==> src/rtl/noise_generator_mc.sv <==
// Multi-channel noise source: per-channel Galois LFSR, uniform sample, sliding-window sum (CLT Gaussian).
// Optional peak-magnitude tracker is enabled by defining NOISE_PEAK_EN.
module noise_generator_mc #(
  parameter int          WIDTH     = 16,
  parameter int          CHANNELS  = 2,
  parameter int          LFSR_W    = 32,
  parameter int          SUM_TERMS = 4,
  parameter logic [31:0] SEED      = 32'hACE1_2468
) (
  input  logic                      clk,
  input  logic                      reset,
  input  logic                      clk_enable,
  input  logic                      load,
  input  logic [LFSR_W-1:0]         seed_in,
  input  logic                      mode,
  input  logic [3:0]                atten,
`ifdef NOISE_PEAK_EN
  input  logic                      peak_clr,
  output logic [CHANNELS*WIDTH-1:0] peak,
`endif
  output logic [CHANNELS*WIDTH-1:0] out,
  output logic                      out_valid
);

  localparam int LOG2  = $clog2(SUM_TERMS);
  localparam int ACC_W = WIDTH + LOG2;
  localparam int CNT_W = $clog2(SUM_TERMS + 2);
  localparam logic [LFSR_W-1:0] MASK = LFSR_W'(32'h8020_0003);
  localparam logic [CNT_W-1:0]  CNT_MAX = CNT_W'(SUM_TERMS + 1);

  logic        [LFSR_W-1:0] lfsr     [CHANNELS];
  logic        [LFSR_W-1:0] lfsr_nxt [CHANNELS];
  logic signed [WIDTH-1:0]  win      [CHANNELS][SUM_TERMS];
  logic signed [WIDTH-1:0]  samp     [CHANNELS];
  logic signed [WIDTH-1:0]  out_nxt  [CHANNELS];
  logic signed [ACC_W-1:0]  acc      [CHANNELS];
  logic signed [ACC_W-1:0]  acc_nxt  [CHANNELS];
  logic        [CNT_W-1:0]  cnt;

  // Channels share one base seed; a golden-ratio multiple decorrelates them, zero is remapped to avoid lockup.
  function automatic logic [LFSR_W-1:0] derive(input logic [LFSR_W-1:0] s, input int c);
    logic [LFSR_W-1:0] d;
    d = s ^ LFSR_W'(LFSR_W'(c) * 32'h9E37_79B9);
    if (d == '0) d = LFSR_W'(1);
    return d;
  endfunction

  always_comb begin
    for (int c = 0; c < CHANNELS; c++) begin
      samp[c]     = lfsr[c][LFSR_W-1 -: WIDTH];
      lfsr_nxt[c] = (lfsr[c] >> 1) ^ (lfsr[c][0] ? MASK : '0);
      acc_nxt[c]  = acc[c] + ACC_W'(samp[c]) - ACC_W'(win[c][SUM_TERMS-1]);
      if (mode) out_nxt[c] = samp[c] >>> atten;
      else      out_nxt[c] = WIDTH'(acc[c] >>> (LOG2 + int'(atten)));
    end
  end

  always_ff @(posedge clk or negedge reset) begin
    if (!reset) begin
      for (int c = 0; c < CHANNELS; c++) begin
        lfsr[c] <= derive(SEED, c);
        acc[c]  <= '0;
        for (int k = 0; k < SUM_TERMS; k++) win[c][k] <= '0;
      end
      cnt       <= '0;
      out       <= '0;
      out_valid <= 1'b0;
    end else if (load) begin
      for (int c = 0; c < CHANNELS; c++) begin
        lfsr[c] <= derive(seed_in, c);
        acc[c]  <= '0;
        for (int k = 0; k < SUM_TERMS; k++) win[c][k] <= '0;
      end
      cnt       <= '0;
      out_valid <= 1'b0;
    end else if (clk_enable) begin
      for (int c = 0; c < CHANNELS; c++) begin
        lfsr[c] <= lfsr_nxt[c];
        acc[c]  <= acc_nxt[c];
        for (int k = SUM_TERMS - 1; k > 0; k--) win[c][k] <= win[c][k-1];
        win[c][0] <= samp[c];
        out[c*WIDTH +: WIDTH] <= out_nxt[c];
      end
      if (cnt != CNT_MAX) cnt <= cnt + CNT_W'(1);
      // Counter reaches SUM_TERMS+1 on this edge, so the window held a full set when acc was sampled.
      if (cnt >= CNT_W'(SUM_TERMS)) out_valid <= 1'b1;
    end
  end

`ifdef NOISE_PEAK_EN
  logic [WIDTH-1:0] mag [CHANNELS];

  always_comb begin
    for (int c = 0; c < CHANNELS; c++) begin
      mag[c] = out[c*WIDTH +: WIDTH];
      if (out[c*WIDTH + WIDTH - 1]) begin
        if (out[c*WIDTH +: WIDTH] == {1'b1, {(WIDTH-1){1'b0}}}) mag[c] = {1'b0, {(WIDTH-1){1'b1}}};
        else                                                   mag[c] = -out[c*WIDTH +: WIDTH];
      end
    end
  end

  always_ff @(posedge clk or negedge reset) begin
    if (!reset) begin
      peak <= '0;
    end else if (peak_clr || load) begin
      peak <= '0;
    end else if (clk_enable && out_valid) begin
      for (int c = 0; c < CHANNELS; c++)
        if (mag[c] > peak[c*WIDTH +: WIDTH]) peak[c*WIDTH +: WIDTH] <= mag[c];
    end
  end
`endif

endmodule

==> config.mk <==
export PLATFORM = sky130hd
export DESIGN_NAME = noise_generator_mc
export DESIGN_NICKNAME = d
export VERILOG_FILES = /design/src/rtl/noise_generator_mc.sv
export SDC_FILE = /design/constraint.sdc
export NUM_CORES = 1
export LEC_CHECK = 0
export BUFFER_PORTS_ARGS = -buffer_cell sky130_fd_sc_hd__clkbuf_2
export CAP_MARGIN = 40
export CORE_UTILIZATION = 35
export CTS_CLUSTER_DIAMETER = 30
export DETAILED_ROUTE_END_ITERATION = 8
export GPL_TIMING_DRIVEN = 1
export PLACE_DENSITY_LB_ADDON = 0.08
export SYNTH_ARGS = -nofsm -noshare
export SYNTH_HDL_FRONTEND = slang
export SYNTH_SLANG_ARGS = --single-unit
export TNS_END_PERCENT = 100
==> constraint.sdc <==
create_clock -name clk -period 3.3 [get_ports clk]
set_input_delay 0.825 -clock clk [delete_from_list [all_inputs] [get_ports clk]]
set_output_delay 0.825 -clock clk [all_outputs]
set_load 0.02 [all_outputs]
==> results of run 1 <==
state kept, by name (all words and copies together) (netlist names):
register / count
win: 128
lfsr: 64
acc: 36
out: 32
cnt: 3
out_valid: 1
timing repair:
item,4_1_cts,5_1_grt
gates resized for setup,0,1
endpoints found under the hold margin,0,0
endpoints found under the setup margin,0,1
final cells by class:
type / count / area, um^2
Fill cell: 4551 / 26050
Inverter: 144 / 540.5
Clock inverter: 35 / 446.7
Tap cell: 607 / 759.5
Timing Repair Buffer: 143 / 1025
Sequential cell: 264 / 6644
Clock buffer: 112 / 2313
Multi-Input combinational cell: 1196 / 9075
Yosys cell counts, types with 15 or more instances:
cell	count
nor3_1	15
mux4_2	42
buf_2	20
nand2_1	129
buf_1	18
nor2_1	201
dfstp_2	30
o22ai_1	18
inv_1	142
a21oi_1	127
clkbuf_1	63
xnor2_1	15
mux2i_1	238
dfrtp_1	234
a21boi_0	23
ha_1	41
a211oi_1	21
nand3_1	22
o21ai_1	30
nor2b_1	19
fa_1	34
o21ai_0	51
worst register-to-register path, cell delays in order (launching register included):
cell      delay, ns
dfstp_2        0.56
inv_1          0.07
fa_1           0.55
inv_1          0.06
ha_1           0.39
and4_1         0.27
a21oi_1        0.08
a211oi_1       0.33
o221ai_1       0.24
mux2i_1        0.16
a311o_1        0.31
cells by family after synthesis:
| group | share of synthesized area [%] |
|---|---|
| compound gates | 13.55 |
| buf+inv | 6.285 |
| mux | 20.66 |
| fa+ha+maj | 7.120 |
| xor+xnor | 1.097 |
| simple gates | 11.65 |
| flops | 39.63 |
per-stage QoR:
step,cells,cell area (um^2)
final,2501,20800
after floorplan,1717,16760
after CTS,2501,20800
after global placement,2354,18040
after detailed placement,2354,18040
after global routing,2501,20800
worst paths after layout:
path	slack, ns	cells after the start	end
hold / removal	0.16	1	out[1]$_DFFE_PN0P_
hold reg to reg	0.47	2	out[24]$_DFFE_PN0P_
min in group clk	0.47	2	out[24]$_DFFE_PN0P_
max in group asynchronous	2.14	2	lfsr[55]$_DFFE_PN1P_
setup reg to reg	0.19	10	acc[34]$_DFFE_PN0P_
setup / recovery	0.19	10	acc[34]$_DFFE_PN0P_
power breakdown:
group / internal, uW / leakage (uW) / total [uW] / switching (uW)
Combinational: 1980 / 0.00506 / 4790 / 2810
Sequential: 3640 / 0.00338 / 4030 / 390
Clock: 5470 / 0.00137 / 7690 / 2230
routing by layer:
layer	routed length [um]	track usage [%]
met1	24740	30.18
met2	22230	31.44
met3	2328	4.050
met4	995	7.512
met5	0	0
==> run_results.csv, run 1 <==
group,metric,value,unit
run_status,status,"finished, violations left",
run_status,violations,"DRC",
global_route,grt_first_pass_wirelength,80410,um
sta,max-slew-margin-rel,42.07,%
yosys,synth_top_area_cell,"dfrtp_1",
sta,fin_crit,3.106,ns
yosys,synth_warnings,0,
sta,hold_viol,0,
worst_setup_path,cp_data_arrival_time,3.59,ns
clock_network,clock_path_buffers,3,
worst_setup_path,cpMostUsedCell,"inv_1",
finish,layout_commonest_cell,"mux2i_1",
worst_setup_path,cp_cell_sequence,"inv_1, fa_1, inv_1, ha_1, and4_1, a21oi_1, a211oi_1, o221ai_1, mux2i_1, a311o_1",
clock_network,postCtsSetupRepairBufs,0,
yosys,synth_cell_types,76,
worst_setup_path,critPathKind,"reg2reg",
min_path,holdCritPathClass,"in2async",
worst_setup_path,cp-startpoint,"lfsr[55]$_DFFE_PN1P_",
sta,rsz0062_at_grt,"false",
global_route,grt_max_degree,146,
job,cap_violations,0,
finish,syn2layout_area_growth,24.10,%
yosys,synth_area,16760,um^2
finish,final_cell_mix,"mux2i_1, dfrtp_1, nor2_1, inv_1, nand2_1",
finish,drive_gt1_share,20.01,%
sta,fin_tns_setup,0,ns
yosys,netlist_instances,1717,
worst_setup_path,cp-start-kind,"flop",
yosys,syn_area_per_cell,9.763,um^2
yosys,ys_async_sr_fraction,100.0,%
pwr,leakagePower,0.009814,uW
finish,fin_nets,1944,
clock_network,cts_made_buffers,79,
yosys,synthFlopType,"dfrtp_1",
sta,tightest_slew,0.8690,ns
worst_setup_path,cp_max_fo,6,
pwr,power_density,793.8,nW/um^2
global_route,grt-ovfl-total,0,
worst_setup_path,crit_family,"compound AO/OA/AOI/OAI gates",
route,drc,6,
clock_network,h-tree-depth,3,
finish,diodes,0,
placed_design,place.gp.congestion,0.8978,
yosys,synth_nets,1833,
worst_setup_path,path_buf_inv,2,
worst_setup_path,end_kind,"flop",
global_route,antenna_found_initial,0,
floorplanning,dieHeight,220.9,um
finish,fin_util,44.40,%
floorplanning,die_w,220.9,um
clock_network,cts.sinks,264,
sta,layout_setup_ws,0.1942,ns
global_route,grt_util_all_layers,21.01,%
floorplanning,core-area,46850,um^2
placed_design,portBuffers,73,
route,via_count,13171,
yosys,yosysSeqAreaShare,39.63,%
global_route,first_global_vias,13455,
sta,drv_slew,0,
pwr,power.total,16510,uW
worst_setup_path,cp_data_required_time,3.78,ns
floorplanning,rows,79,
sta,fin_hold_ws,0.1634,ns
route,drt_iter0_drc,802,
floorplanning,die-area,48770,um^2
worst_setup_path,rr_startpoint,"lfsr[55]$_DFFE_PN1P_",
floorplanning,initial_core_util,35.78,%
placed_design,hpwl,35760,um
sta,setup_violations,0,
clock_network,cts_tree,"yes",
floorplanning,ios,74,
route,ant_nets,0,
clock_network,ctsHoldBuffers,0,
worst_setup_path,max_stage_delay,0.56,ns
yosys,synth_edf_count,0,
route,vias_per_cell,5.266,
yosys,synth_area_leaders,"dfrtp_1, mux2i_1, mux4_2, dfstp_2, nor2_1",
yosys,netlist.area_leader.share,34.93,%
yosys,ys_ff_latch,264,
clock_network,cts.clk_slew.worst_paths,0.04,ns
route,wirelength,50300,um
pwr,worst_ir_drop_vdd,0.4158,mV
sta,finalCritPeriodShare,94.12,%
worst_setup_path,cpMaxStageDelayCell,"dfstp_2",
sta,clock-skew-final,0.03151,ns
placed_design,dp_slack,0.2163,ns
route,wl_per_cell,20.11,um
clock_network,cts-root-buf,"clkbuf_16",
route,dr.pass1.iters,9,
sta,fmax,0.3220,GHz
clock_network,clk_latency,0.60,ns
Note: power is estimated with default switching activity, not from simulation.
==> run 2: changes to the inputs <==
--- a/config.mk
+++ b/config.mk
@@ -12,6 +12,7 @@
 export DETAILED_ROUTE_END_ITERATION = 8
 export GPL_TIMING_DRIVEN = 1
 export PLACE_DENSITY_LB_ADDON = 0.08
+export REMOVE_ABC_BUFFERS = 1
 export SYNTH_ARGS = -nofsm -noshare
 export SYNTH_HDL_FRONTEND = slang
 export SYNTH_SLANG_ARGS = --single-unit
==> run 2 against run 1 <==
Net effect:
- the run still ends with DRC left
- wire length about the same
- sequential cell count unchanged
- via count up 0.99%
- global-route usage up 0.062 points
- die area unchanged
- critical path type unchanged
- critical endpoint is now acc[32]$_DFFE_PN0P_
- largest cell class unchanged
==> run_results.csv, run 2 (synthesized netlist as in run 1, its figures left out) <==
group,metric,value,unit
sta,clock-skew-final,0.01833,ns
clock_network,cts-root-buf,"clkbuf_16",
sta,fin_crit,3.107,ns
global_route,first_global_vias,13393,
finish,fin_nets,1948,
worst_setup_path,cp_max_fo,7,
route,wl_met1,25590,um
worst_setup_path,cpMaxStageDelayCell,"dfstp_2",
pwr,p_clk_share,48.4,%
global_route,grt_max_degree,66,
worst_setup_path,crit_family,"compound AO/OA/AOI/OAI gates",
route,wirelength,50290,um
finish,stdcell_area,21070,um^2
route,ant_nets,0,
placed_design,hpwl,36220,um
finish,drive_gt1_share,20.58,%
pwr,p_sw_share,31.82,%
global_route,grt-ovfl-total,0,
sta,fin_hold_ws,0.2138,ns
sta,max-slew-margin-rel,44.51,%
worst_setup_path,critPathKind,"reg2reg",
pwr,p_comb_share,28.0,%
min_path,holdCritPathClass,"in2async",
sta,finalCritPeriodShare,94.15,%
clock_network,clock_path_buffers,3,
finish,fill_cells,4541,
placed_design,placed_area,18110,um^2
pwr,worst_ir_drop_vdd,0.3714,mV
sta,drv_slew,0,
clock_network,clk_latency,0.59,ns
run_status,status,"finished, violations left",
floorplanning,initial_core_util,35.78,%
placed_design,dp_cells,2359,
route,dr.pass1.iters,6,
finish,seq_area,6645,um^2
finish,reg_top3,"win: 128 flops, lfsr: 64 flops, acc: 36 flops",
worst_setup_path,cp_cell_sequence,"inv_1, fa_1, inv_1, ha_1, a21o_1, a21oi_1, nor2b_1, a21oi_1, a221oi_2, nor4_1, a211o_1",
sta,fmax,0.3219,GHz
finish,layout_commonest_cell,"mux2i_1",
floorplanning,ios,74,
global_route,antenna_found_initial,0,
route,drt_iter0_drc,798,
route,wl_per_cell,20.10,um
route,via_count,13301,
floorplanning,die_w,220.9,um
global_route,grt_util_all_layers,21.08,%
job,cap_violations,0,
finish,multi_input_area,9101,um^2
finish,regMostFlops,"win",
run_status,violations,"DRC",
floorplanning,dieHeight,220.9,um
worst_setup_path,cp_data_required_time,3.77,ns
worst_setup_path,max_stage_delay,0.59,ns
clock_network,cts_tree,"yes",
pwr,power.switching,5458,uW
floorplanning,die-area,48770,um^2
pwr,power_frac_seq,23.6,%
clock_network,h-tree-depth,3,
floorplanning,core-area,46850,um^2
placed_design,portBuffers,73,
route,drc,6,
worst_setup_path,path_buf_inv,2,
clock_network,cts_made_buffers,77,
sta,fin_tns_setup,0,ns
route,met3WireLength,2140,um
finish,diodes,0,
worst_setup_path,cp_data_arrival_time,3.58,ns
pwr,p_int,11690,uW
clock_network,cts.sinks,264,
sta,tightest_slew,0.8303,ns
placed_design,place.gp.congestion,0.8793,
worst_setup_path,end_kind,"flop",
worst_setup_path,cp-start-kind,"flop",
global_route,grt_first_pass_wirelength,80670,um
sta,hold_viol,0,
sta,rsz0062_at_grt,"true",
finish,finalNonFillerCells,2502,
sta,setup_violations,0,
route,top_layer,"met4",
finish,largest_reg_flops,128,
pwr,leakagePower,0.009907,uW
finish,syn2layout_area_growth,25.68,%
route,vias_per_cell,5.316,
pwr,power_density,814.1,nW/um^2
clock_network,cts.clk_slew.worst_paths,0.04,ns
route,dr_wl_met2,21740,um
floorplanning,rows,79,
finish,final_cell_mix,"mux2i_1, dfrtp_1, nor2_1, inv_1, nand2_1",
-- run 2: cell count changes in the layout (fill, tap and decap cells not counted), moves of 2 or more --
cell,delta
a211oi_1,-2
a211oi_2,+2
buf_12,+3
buf_4,+3
bufinv_16,+12
clkbuf_1,-3
clkbuf_16,-3
clkbuf_8,-9
clkinv_2,-6
clkinv_8,+2
clkinvlp_4,+3
-- run 2: per-stage QoR --
stage / utilization, % / power [uW] / worst slack (ns)
floorplan: - / 7155 / 0.1134
global route: 44.97 / 18100 / 0.0006080
global placement: 38.66 / 8794 / 0.2327
finish: 44.97 / 17150 / 0.1932
detailed placement: 38.66 / 8800 / 0.1423
CTS: 44.88 / 17230 / 0.1228
-- run 2: final cells by class --
| type | instances | share of cell area, % |
|---|---|---|
| timing repair buffer | 149 | 5.256 |
| multi-input combinational | 1196 | 43.20 |
| sequential | 264 | 31.54 |
| clock buffer | 97 | 9.983 |
| tap | 607 | 3.605 |
| clock inverter | 45 | 3.854 |
| inverter | 144 | 2.565 |
-- run 2: final timing paths --
kind	startpoint	endpoint	slack, ns	cells past startpoint
min in group clk	out[30]$_DFFE_PN0P_	out[30]$_DFFE_PN0P_	0.47	1
worst min register to register	out[30]$_DFFE_PN0P_	out[30]$_DFFE_PN0P_	0.47	1
max in group asynchronous	reset	win[64]$_DFFE_PN0P_	2.22	3
worst max register to register	lfsr[54]$_DFFE_PN1P_	acc[32]$_DFFE_PN0P_	0.19	11
worst max-delay path	lfsr[54]$_DFFE_PN1P_	acc[32]$_DFFE_PN0P_	0.19	11
worst min-delay path	reset	acc[6]$_DFFE_PN0P_	0.21	1
-- run 2: layer usage --
layer / track usage [%] / vias up
met2: 30.87 / 314
li1: - / 6312
met4: 6.249 / 0
met5: 0 / -
met1: 31.85 / 6617
met3: 3.213 / 58
-- run 2: what timing repair did --
item / CTS / global route
setup endpoints to repair: 0 / 7
buffers inserted: 0 / 1
hold buffers: 0 / 0
resized for setup: 0 / 8
-- run 2: power by group through the flow --
stage	Sequential, uW	Combinational, uW	Clock, uW
after floorplan	4050	3100	0
after global placement	4090	4710	0
after detailed placement	4090	4710	0
after CTS	4050	4730	8440
after global routing	4100	5340	8650
final	4050	4810	8290
